<file path="config.mk">
export PLATFORM = sky130hd
export DESIGN_NAME = sd_rdport_arbiter_flat
export DESIGN_NICKNAME = d
export VERILOG_FILES = /design/src/rtl/sd_rdport_arbiter_if.sv /design/src/rtl/sd_rdport_arbiter.sv /design/src/flat_wrapper.sv
export SDC_FILE = /design/constraint.sdc
export NUM_CORES = 1
export LEC_CHECK = 0
export ABC_AREA = 0
export CORE_UTILIZATION = 48
export DETAILED_ROUTE_END_ITERATION = 10
export PLACE_DENSITY = 0.86
export SLEW_MARGIN = 20
export SYNTH_ARGS = -nofsm -noshare
export SYNTH_HDL_FRONTEND = slang
export SYNTH_SLANG_ARGS = --single-unit
export TNS_END_PERCENT = 30
</file>
<file path="constraint.sdc">
create_clock -name sdclk -period 4.77 [get_ports sdclk]
set_input_delay 0.954 -clock sdclk [delete_from_list [all_inputs] [get_ports sdclk]]
set_output_delay 0.954 -clock sdclk [all_outputs]
set_load 0.05 [all_outputs]
</file>
<file path="src/rtl/sd_rdport_arbiter_if.sv">
// Read-port bundle: SD engine (port 0), host/debug reader (port 1) and the backing-store port.
interface sd_rdport_arbiter_if #(
   parameter int unsigned AW = 32
);
   logic          r0_req;
   logic [AW-1:0] r0_addr;
   logic          r0_rvalid;
   logic [7:0]    r0_rdata;
   logic          r1_req;
   logic [AW-1:0] r1_addr;
   logic          r1_gnt;
   logic          r1_rvalid;
   logic [7:0]    r1_rdata;
   logic          r1_starved;
   logic          mem_en;
   logic [AW-1:0] mem_addr;
   logic [7:0]    mem_rdata;

   // Arbiter side
   modport slave (
      input  r0_req, r0_addr, r1_req, r1_addr, mem_rdata,
      output r0_rvalid, r0_rdata, r1_gnt, r1_rvalid, r1_rdata, r1_starved,
             mem_en, mem_addr
   );

   // Requesters and memory side
   modport master (
      output r0_req, r0_addr, r1_req, r1_addr, mem_rdata,
      input  r0_rvalid, r0_rdata, r1_gnt, r1_rvalid, r1_rdata, r1_starved,
             mem_en, mem_addr
   );
endinterface

</file>
<file path="src/rtl/sd_rdport_arbiter.sv">
// Shares one byte-wide backing-store read port between the SD data engine (port 0, priority)
// and a stallable host reader (port 1); returned data is steered back through a tag pipeline.
module sd_rdport_arbiter #(
   parameter int unsigned AW         = 32,
   parameter int unsigned MEM_LAT    = 2,
   parameter int unsigned HOLD_GAP   = 4,
   parameter int unsigned STARVE_LIM = 1024
) (
   input  logic                 sdclk,
   input  logic                 rst_n,
   sd_rdport_arbiter_if.slave   port_if,
   output logic [1:0]           owner_o
);

   localparam int unsigned GAP_W  = 4;
   localparam int unsigned WAIT_W = $clog2(STARVE_LIM + 1);

   typedef enum logic [1:0] {
      IDLE   = 2'd0,
      SD_OWN = 2'd1,
      HOST   = 2'd2
   } state_e;

   state_e              state_q, state_d;
   logic [GAP_W-1:0]    gap_q, gap_d;
   logic [WAIT_W-1:0]   wait_q, wait_d;
   logic                issue_d, port_d, gnt_d;
   logic [AW-1:0]       addr_d;

   logic                mem_en_q, port_q, gnt_q, starved_q;
   logic [AW-1:0]       mem_addr_q;
   logic [MEM_LAT-1:0]  tag_v_q, tag_p_q;
   logic                r0_rvalid_q, r1_rvalid_q;
   logic [7:0]          r0_rdata_q, r1_rdata_q;
   logic                tag_v, tag_p;

   assign tag_v = tag_v_q[MEM_LAT-1];
   assign tag_p = tag_p_q[MEM_LAT-1];

   // Ownership FSM, issue selection and starvation counter
   always_comb begin
      state_d = state_q;
      gap_d   = gap_q;
      issue_d = 1'b0;
      port_d  = 1'b0;
      gnt_d   = 1'b0;
      addr_d  = mem_addr_q;
      wait_d  = wait_q;
      case (state_q)
         IDLE: begin
            if (port_if.r0_req) begin
               state_d = SD_OWN;
               issue_d = 1'b1;
               addr_d  = port_if.r0_addr;
               gap_d   = '0;
            end else if (port_if.r1_req && !gnt_q) begin
               state_d = HOST;
               issue_d = 1'b1;
               port_d  = 1'b1;
               addr_d  = port_if.r1_addr;
               gnt_d   = 1'b1;
            end
         end
         SD_OWN: begin
            if (port_if.r0_req) begin
               issue_d = 1'b1;
               addr_d  = port_if.r0_addr;
               gap_d   = '0;
            end else if (gap_q == GAP_W'(HOLD_GAP - 1)) begin
               state_d = IDLE;
               gap_d   = '0;
            end else begin
               gap_d = gap_q + GAP_W'(1);
            end
         end
         HOST: begin
            state_d = IDLE;
            if (port_if.r0_req) begin
               state_d = SD_OWN;
               issue_d = 1'b1;
               addr_d  = port_if.r0_addr;
               gap_d   = '0;
            end
         end
         default: state_d = IDLE;
      endcase
      // Requests seen while a grant is still showing are ignored, so they do not count as waiting
      if (gnt_d) begin
         wait_d = '0;
      end else if (port_if.r1_req && !gnt_q && (wait_q != WAIT_W'(STARVE_LIM))) begin
         wait_d = wait_q + WAIT_W'(1);
      end
   end

   always_ff @(posedge sdclk or negedge rst_n) begin
      if (!rst_n) begin
         state_q     <= IDLE;
         gap_q       <= '0;
         wait_q      <= '0;
         gnt_q       <= 1'b0;
         starved_q   <= 1'b0;
         mem_en_q    <= 1'b0;
         port_q      <= 1'b0;
         mem_addr_q  <= '0;
         tag_v_q     <= '0;
         tag_p_q     <= '0;
         r0_rvalid_q <= 1'b0;
         r1_rvalid_q <= 1'b0;
         r0_rdata_q  <= '0;
         r1_rdata_q  <= '0;
      end else begin
         state_q     <= state_d;
         gap_q       <= gap_d;
         wait_q      <= wait_d;
         gnt_q       <= gnt_d;
         starved_q   <= (wait_q == WAIT_W'(STARVE_LIM));
         mem_en_q    <= issue_d;
         port_q      <= port_d;
         mem_addr_q  <= addr_d;
         // Tag enters alongside the memory strobe so it exits with the matching read data
         tag_v_q     <= MEM_LAT'({tag_v_q, mem_en_q});
         tag_p_q     <= MEM_LAT'({tag_p_q, port_q});
         r0_rvalid_q <= tag_v && !tag_p;
         r1_rvalid_q <= tag_v && tag_p;
         if (tag_v && !tag_p) r0_rdata_q <= port_if.mem_rdata;
         if (tag_v && tag_p)  r1_rdata_q <= port_if.mem_rdata;
      end
   end

   assign port_if.mem_en     = mem_en_q;
   assign port_if.mem_addr   = mem_addr_q;
   assign port_if.r0_rvalid  = r0_rvalid_q;
   assign port_if.r0_rdata   = r0_rdata_q;
   assign port_if.r1_gnt     = gnt_q;
   assign port_if.r1_rvalid  = r1_rvalid_q;
   assign port_if.r1_rdata   = r1_rdata_q;
   assign port_if.r1_starved = starved_q;
   assign owner_o            = state_q;

endmodule

</file>
<file path="src/flat_wrapper.sv">
// flat-port wrapper written by rule: the top's interface ports become plain ports
module sd_rdport_arbiter_flat 
#(
   parameter int unsigned AW         = 32,
   parameter int unsigned MEM_LAT    = 2,
   parameter int unsigned HOLD_GAP   = 4,
   parameter int unsigned STARVE_LIM = 1024
)
  (sdclk, rst_n, owner_o, port_if_r0_req, port_if_r0_addr, port_if_r1_req, port_if_r1_addr, port_if_mem_rdata, port_if_r0_rvalid, port_if_r0_rdata, port_if_r1_gnt, port_if_r1_rvalid, port_if_r1_rdata, port_if_r1_starved, port_if_mem_en, port_if_mem_addr);
  sd_rdport_arbiter_if #(.AW(AW)) port_if_i ();
  input  logic sdclk;
  input  logic rst_n;
  output logic [1:0] owner_o;
  input wire logic [$bits(port_if_i.r0_req)-1:0] port_if_r0_req;
  input wire logic [$bits(port_if_i.r0_addr)-1:0] port_if_r0_addr;
  input wire logic [$bits(port_if_i.r1_req)-1:0] port_if_r1_req;
  input wire logic [$bits(port_if_i.r1_addr)-1:0] port_if_r1_addr;
  input wire logic [$bits(port_if_i.mem_rdata)-1:0] port_if_mem_rdata;
  output wire logic [$bits(port_if_i.r0_rvalid)-1:0] port_if_r0_rvalid;
  output wire logic [$bits(port_if_i.r0_rdata)-1:0] port_if_r0_rdata;
  output wire logic [$bits(port_if_i.r1_gnt)-1:0] port_if_r1_gnt;
  output wire logic [$bits(port_if_i.r1_rvalid)-1:0] port_if_r1_rvalid;
  output wire logic [$bits(port_if_i.r1_rdata)-1:0] port_if_r1_rdata;
  output wire logic [$bits(port_if_i.r1_starved)-1:0] port_if_r1_starved;
  output wire logic [$bits(port_if_i.mem_en)-1:0] port_if_mem_en;
  output wire logic [$bits(port_if_i.mem_addr)-1:0] port_if_mem_addr;
  assign port_if_i.r0_req = port_if_r0_req;
  assign port_if_i.r0_addr = port_if_r0_addr;
  assign port_if_i.r1_req = port_if_r1_req;
  assign port_if_i.r1_addr = port_if_r1_addr;
  assign port_if_i.mem_rdata = port_if_mem_rdata;
  assign port_if_r0_rvalid = port_if_i.r0_rvalid;
  assign port_if_r0_rdata = port_if_i.r0_rdata;
  assign port_if_r1_gnt = port_if_i.r1_gnt;
  assign port_if_r1_rvalid = port_if_i.r1_rvalid;
  assign port_if_r1_rdata = port_if_i.r1_rdata;
  assign port_if_r1_starved = port_if_i.r1_starved;
  assign port_if_mem_en = port_if_i.mem_en;
  assign port_if_mem_addr = port_if_i.mem_addr;
  sd_rdport_arbiter #(.AW(AW), .MEM_LAT(MEM_LAT), .HOLD_GAP(HOLD_GAP), .STARVE_LIM(STARVE_LIM)) u_core (.sdclk(sdclk), .rst_n(rst_n), .port_if(port_if_i), .owner_o(owner_o));
endmodule
</file>
==> results.json, run 1 <==
{
  "reg2reg_slack_ns": 2.65,
  "r2r_start": "u_core.owner_o[0]",
  "overflow": 0,
  "gp_congestion": 0.8098,
  "finalClockSkew_ns": 0.008208,
  "synth-edff-count": 0,
  "yosysSeqAreaShare_pct": 53.53,
  "postSynth.asyncResetShare_pct": 100.0,
  "fillCellCount": 514,
  "crit_chain": "clkdlybuf4s50_1 > nor2_2 > buf_4 > mux2_2 > mux2_2",
  "holdBufCountCts": 0,
  "reg2reg_to": "u_core.port_if.mem_addr[23]",
  "grt_max_degree": 46,
  "synth.avg_cell_area_um2": 12.86,
  "dp_hpwl_um": 6047,
  "critical_path_peak_fanout": 32,
  "cts-resized-gates": 0,
  "vias_per_cell": 5.131,
  "num-nets-final": 487,
  "p_switching_uw": 1684,
  "syn-instance-count": 269,
  "timing.fmax_ghz": 0.3843,
  "syn-cell-area_um2": 3460,
  "ys_top_cells_by_count": "mux2_2, dfrtp_1, inv_1, nand2_1, o21ai_0",
  "crit_path_start": "port_if_r0_req",
  "dpl-instance-area_um2": 4858,
  "finalSetupViolations": 0,
  "intPower_uw": 1927,
  "post-route-worst-setup-slack_ns": 2.168,
  "cts_buffer_depth": 2,
  "power_frac_seq_pct": 29.0,
  "max_stage_delay_ns": 0.63,
  "peakVddDrop_mv": 0.2997,
  "regArea_um2": 1852,
  "grt_pass1_wl_um": 12940,
  "ys_types": 37,
  "synth_area_leaders": "dfrtp_1, mux2_2, ha_1",
  "critPathRequiredTime_ns": 5.00,
  "end_kind": "flop",
  "drive_gt1_share_pct": 26.65,
  "drc": 0,
  "p_sw_share_pct": 46.65,
  "finalMaxSlewViolations": 0,
  "cap_violations": 0,
  "status": "complete, no violations",
  "synth_top_cell_by_area": "dfrtp_1",
  "synth_top_area_share_pct": 53.53,
  "areaGrowthSynthToFinish_pct": 45.86,
  "tns_ns": 0,
  "dr_total_vias": 2591,
  "first_pass_iters": 4,
  "syn_nets": 352,
  "post_cts_buffers": 0,
  "powerDensity_nw_per_um2": 715.6,
  "relSlewSlack_pct": 62.12,
  "worstSkewPairLatency_ns": 0.35,
  "p_comb_share_pct": 58.4,
  "tightestPinTransition_ns": 0.5664,
  "cp_num_cells": 5,
  "wl_um": 8030,
  "rsz0062_at_grt": "no",
  "ctsHtreeMaxLevel": 3,
  "crit_buf_inv": 2,
  "antenna_left": 0,
  "startpoint_type": "primary input",
  "worst_path_most_repeated_cell": "mux2_2",
  "die_height_um": 86.90,
  "clock_sinks": 74,
  "clk_pin_slew_ns": 0.09,
  "fp.coreArea_um2": 6869,
  "dpl_worst_slack_ns": 1.810,
  "timing_hold_violations_final": 0,
  "hold_path.class": "reg -> reg",
  "track_usage_pct": 22.73,
  "criticalPathCategory": "in -> reg",
  "cellLeakagePower_uw": 0.002090,
  "worst_r2r_path_depth": 6,
  "root_buffer": "clkbuf_8",
  "synth_ff_type": "dfrtp_1",
  "multi_input_area_um2": 1526,
  "fp.dieW_um": 86.90,
  "dieArea_um2": 7551,
  "start_util_pct": 50.36,
  "antenna_found_initial": 0,
  "layout_min_cycle_time_ns": 2.602,
  "cpLargestDelayFamily": "buffers and inverters",
  "cp.arrival_ns": 2.84,
  "cts-buffers-inserted": 9,
  "synth.most_common_cell": "mux2_2",
  "critPathSlowestCell": "clkdlybuf4s50_1",
  "drt_iter0_drc": 77,
  "rows": 30,
  "io_pins": 131,
  "antenna_cells": 0,
  "grt_pass1_vias": 2631,
  "yosysWarnings": 0,
  "post-route-period-util_pct": 54.55,
  "io_buffers": 130,
  "synth-seq-cells": 74,
  "cts_tree": "built",
  "fin_util_pct": 73.46,
  "crit_path_end": "u_core.port_if.mem_addr[4]",
  "final_cell_area_um2": 5046,
  "wl_per_cell_um": 15.90,
  "clock_power_share_pct": 12.6
}
==> placed cells by master (no fill, tap or decap), types with 2 or more instances in the layout <==
master / synthesis / routed
clkdlybuf4s50_1: 0 / 129
mux2_2: 80 / 80
dfrtp_1: 74 / 74
inv_1: 11 / 11
o21ai_0: 11 / 11
nand2_1: 11 / 11
a21oi_1: 10 / 10
clkbuf_8: 0 / 9
nor2_1: 9 / 8
ha_1: 7 / 7
nand2b_1: 4 / 4
nor2b_1: 4 / 4
nand3_1: 4 / 4
nor3_1: 4 / 4
buf_4: 0 / 4
xnor2_1: 3 / 3
nor4_1: 3 / 3
xor2_1: 3 / 3
nand4_1: 2 / 2
or3_1: 2 / 2
inv_6: 0 / 2
clkinv_4: 0 / 2
clkinvlp_4: 0 / 2
==> layout make-up <==
class | count | area share (%)
sequential | 74 | 36.70
multi-input combinational | 175 | 30.25
timing repair buffer | 133 | 26.18
clock buffer | 9 | 2.455
tap | 96 | 2.380
clock inverter | 7 | 1.215
inverter | 11 | 0.8182
==> kinds of logic after synthesis <==
group	Yosys count	synth area share, %
and+or+nand+nor	54	8.608
buffers and inverters	20	2.423
DFF	74	53.53
xor gates and xnor gates	6	1.519
AOI/OAI and AO/OA	28	5.353
muxes	80	26.04
adders and majority gates	7	2.532
==> state kept, by name, indices dropped and copies added, names as in the netlist <==
signal	count
u_core.gap_q	4
u_core.owner_o	2
u_core.port_if.mem_addr	32
u_core.port_if.mem_en	1
u_core.port_if.r0_rdata	8
u_core.port_if.r0_rvalid	1
u_core.port_if.r1_rdata	8
u_core.port_if.r1_rvalid	1
u_core.port_if.r1_starved	1
u_core.port_q	1
u_core.tag_p_q	2
u_core.tag_v_q	2
u_core.wait_q	11
==> per-stage QoR <==
stage | total power (uW) | hold slack (ns) | std cells
after floorplan | 2483 | 0.3312 | 269
after global placement | 3123 | 0.3367 | 489
after detailed placement | 3178 | 0.3378 | 489
after CTS | 3643 | 0.3554 | 505
after global routing | 3792 | 0.3630 | 505
final | 3611 | 0.3491 | 505
==> power groups by stage <==
stage / Sequential (uW) / Combinational (uW) / Clock [uW]
global placement: 1040 / 2080 / 0
CTS: 1050 / 2130 / 470
global route: 1080 / 2220 / 497
finish: 1050 / 2110 / 455
detailed placement: 1060 / 2120 / 0
floorplan: 1840 / 645 / 0
==> metal layers <==
metal | vias to the layer above | GRT usage, % | share of wire [%]
met5 | - | 0 | 0
met3 | 13 | 4.645 | 5.4
met2 | 77 | 38.65 | 52
met1 | 1281 | 28.04 | 41
li1 | 1220 | - | -
met4 | 0 | 10.00 | 2.0
==> worst min-delay path by stage <==
stage	startpoint	to	slack, ns	depth (start not counted)
after floorplan	u_core.tag_p_q[0]	u_core.tag_p_q[1]	0.33	0
after global placement	u_core.tag_v_q[0]	u_core.tag_v_q[1]	0.34	0
after detailed placement	u_core.tag_p_q[0]	u_core.tag_p_q[1]	0.34	0
after CTS	u_core.tag_v_q[0]	u_core.tag_v_q[1]	0.36	0
after global routing	u_core.tag_v_q[0]	u_core.tag_v_q[1]	0.36	0
final	u_core.tag_v_q[0]	u_core.tag_v_q[1]	0.35	0
Power figures use the tool's default switching activity.
==> run 2: changes to the inputs <==
Settings changed: CORE_UTILIZATION 48 to 40, PLACE_DENSITY 0.86 to 0.77.
Clock period 4.77 ns to 2.1 ns, I/O delays scaled along.
==> run 2 against run 1 <==
Net effect:
- via count is 1.1% lower
- design area rose by 2.3%
- total power rose by 130%
- worst setup slack got worse by 2.1 ns
- largest cell class unchanged
- routed wire length down 2.1%
- register-to-register slack got worse by 2.5 ns
- final cell count up 2.6%
- flip-flop and latch count did not move
==> results.json, run 2 (synthesis gave the netlist of run 1 again) <==
{
  "status": "complete, no violations",
  "grt_max_degree": 40,
  "post_cts_buffers": 0,
  "layout_min_cycle_time_ns": 2.022,
  "track_usage_pct": 17.95,
  "fp.coreArea_um2": 8299,
  "overflow": 0,
  "dpl-instance-area_um2": 4942,
  "antenna_cells": 0,
  "grt_pass1_wl_um": 12160,
  "critPathRequiredTime_ns": 1.68,
  "finalClockSkew_ns": 0.009746,
  "holdBufCountCts": 0,
  "worstSkewPairLatency_ns": 0.34,
  "r2r_start": "u_core.owner_o[0]",
  "tightestPinTransition_ns": 0.5420,
  "vias_per_cell": 4.946,
  "root_buffer": "clkbuf_8",
  "dieArea_um2": 9025,
  "end_kind": "output port",
  "drc": 0,
  "drive_gt1_share_pct": 27.60,
  "antenna_left": 0,
  "cap_violations": 0,
  "cts-buffers-inserted": 9,
  "finalMaxSlewViolations": 0,
  "dpl.cell_count": 502,
  "layout_commonest_cell": "clkdlybuf4s50_1",
  "cts-resized-gates": 0,
  "cellLeakagePower_uw": 0.002138,
  "final_cell_area_um2": 5160,
  "critPathSlowestCell": "clkdlybuf4s50_1",
  "relSlewSlack_pct": 63.75,
  "hold_path.class": "in -> async",
  "cts_tree": "built",
  "die_height_um": 95,
  "antenna_found_initial": 0,
  "clk_pin_slew_ns": 0.08,
  "startpoint_type": "flop",
  "first_pass_iters": 4,
  "critical_path_peak_fanout": 6,
  "wl_um": 7864,
  "powerDensity_nw_per_um2": 1636,
  "cpLargestDelayFamily": "buffers and inverters",
  "grt_pass1_vias": 2520,
  "peakVddDrop_mv": 0.9680,
  "io_buffers": 130,
  "cp.arrival_ns": 1.60,
  "max_stage_delay_ns": 0.83,
  "cts_buffer_depth": 2,
  "total_power_uw": 8440,
  "rsz0062_at_grt": "no",
  "dp_hpwl_um": 5783,
  "ctsHtreeMaxLevel": 3,
  "dr_total_vias": 2562,
  "reg2reg_slack_ns": 0.16,
  "drt_iter0_drc": 61,
  "clock_sinks": 74,
  "wl_per_cell_um": 15.18,
  "reg2reg_to": "u_core.port_if.mem_addr[4]",
  "io_pins": 131,
  "fp.dieW_um": 95,
  "fin_util_pct": 62.17,
  "rows": 33,
  "worst_r2r_path_depth": 6,
  "finalSetupViolations": 0,
  "crit_chain": "clkdlybuf4s50_1",
  "stdcell_count": 518,
  "num-nets-final": 491,
  "areaGrowthSynthToFinish_pct": 49.15,
  "gp_congestion": 0.8538,
  "criticalPathCategory": "reg -> out",
  "timing_hold_violations_final": 0,
  "crit_buf_inv": 1,
  "start_util_pct": 41.69,
  "largest_register_ff_count": 32,
  "holdWs_ns": 0.02117,
  "final_cell_mix": "clkdlybuf4s50_1, mux2_2, dfrtp_1",
  "post-route-period-util_pct": 96.31,
  "timing.fmax_ghz": 0.4945
}
run 2: cell type report:
| class | count | area, um^2 |
|---|---|---|
| flip-flops and latches | 74 | 1854 |
| clock buffers | 10 | 127.6 |
| repair buffers | 137 | 1389 |
| multi-input cells | 175 | 1526 |
| well taps | 105 | 131.4 |
| fillers | 679 | 3139 |
| clock inverters | 6 | 90.09 |
| inverters | 11 | 41.29 |
run 2: worst max path at each step:
stage / start / end / slack [ns] / cells past startpoint
after CTS: u_core.port_q / port_if_r1_gnt / 0.05 / 1
after floorplan: u_core.owner_o[0] / u_core.port_if.mem_addr[10] / -0.03 / 6
after global routing: u_core.port_q / port_if_r1_gnt / 0.01 / 1
after detailed placement: port_if_r0_req / u_core.port_if.mem_addr[4] / 0.08 / 5
final: u_core.port_q / port_if_r1_gnt / 0.08 / 1
after global placement: port_if_r0_req / u_core.owner_o[0] / 0.1 / 5
run 2: layer usage:
metal  GRT usage, %  part of all wire [%]  vias to the layer above
met1          21.69                    42                     1233
li1               -                     -                     1237
met3          4.267                   6.0                       14
met4          7.828                   1.8                        0
met2          30.40                    50                       78
met5              0                     0                        -
run 2: report_power, final:
part	switching, uW	internal (uW)	leakage, uW
sequential	332	2020	0.000901
combinational	2890	1980	0.00113
clock	540	674	0.000107
run 2: through the flow:
step	setup TNS [ns]	setup WS (ns)
floorplan	-0.8312	-0.02771
global placement	0	0.09556
detailed placement	0	0.07660
CTS	0	0.05243
global route	0	0.01385
finish	0	0.07759
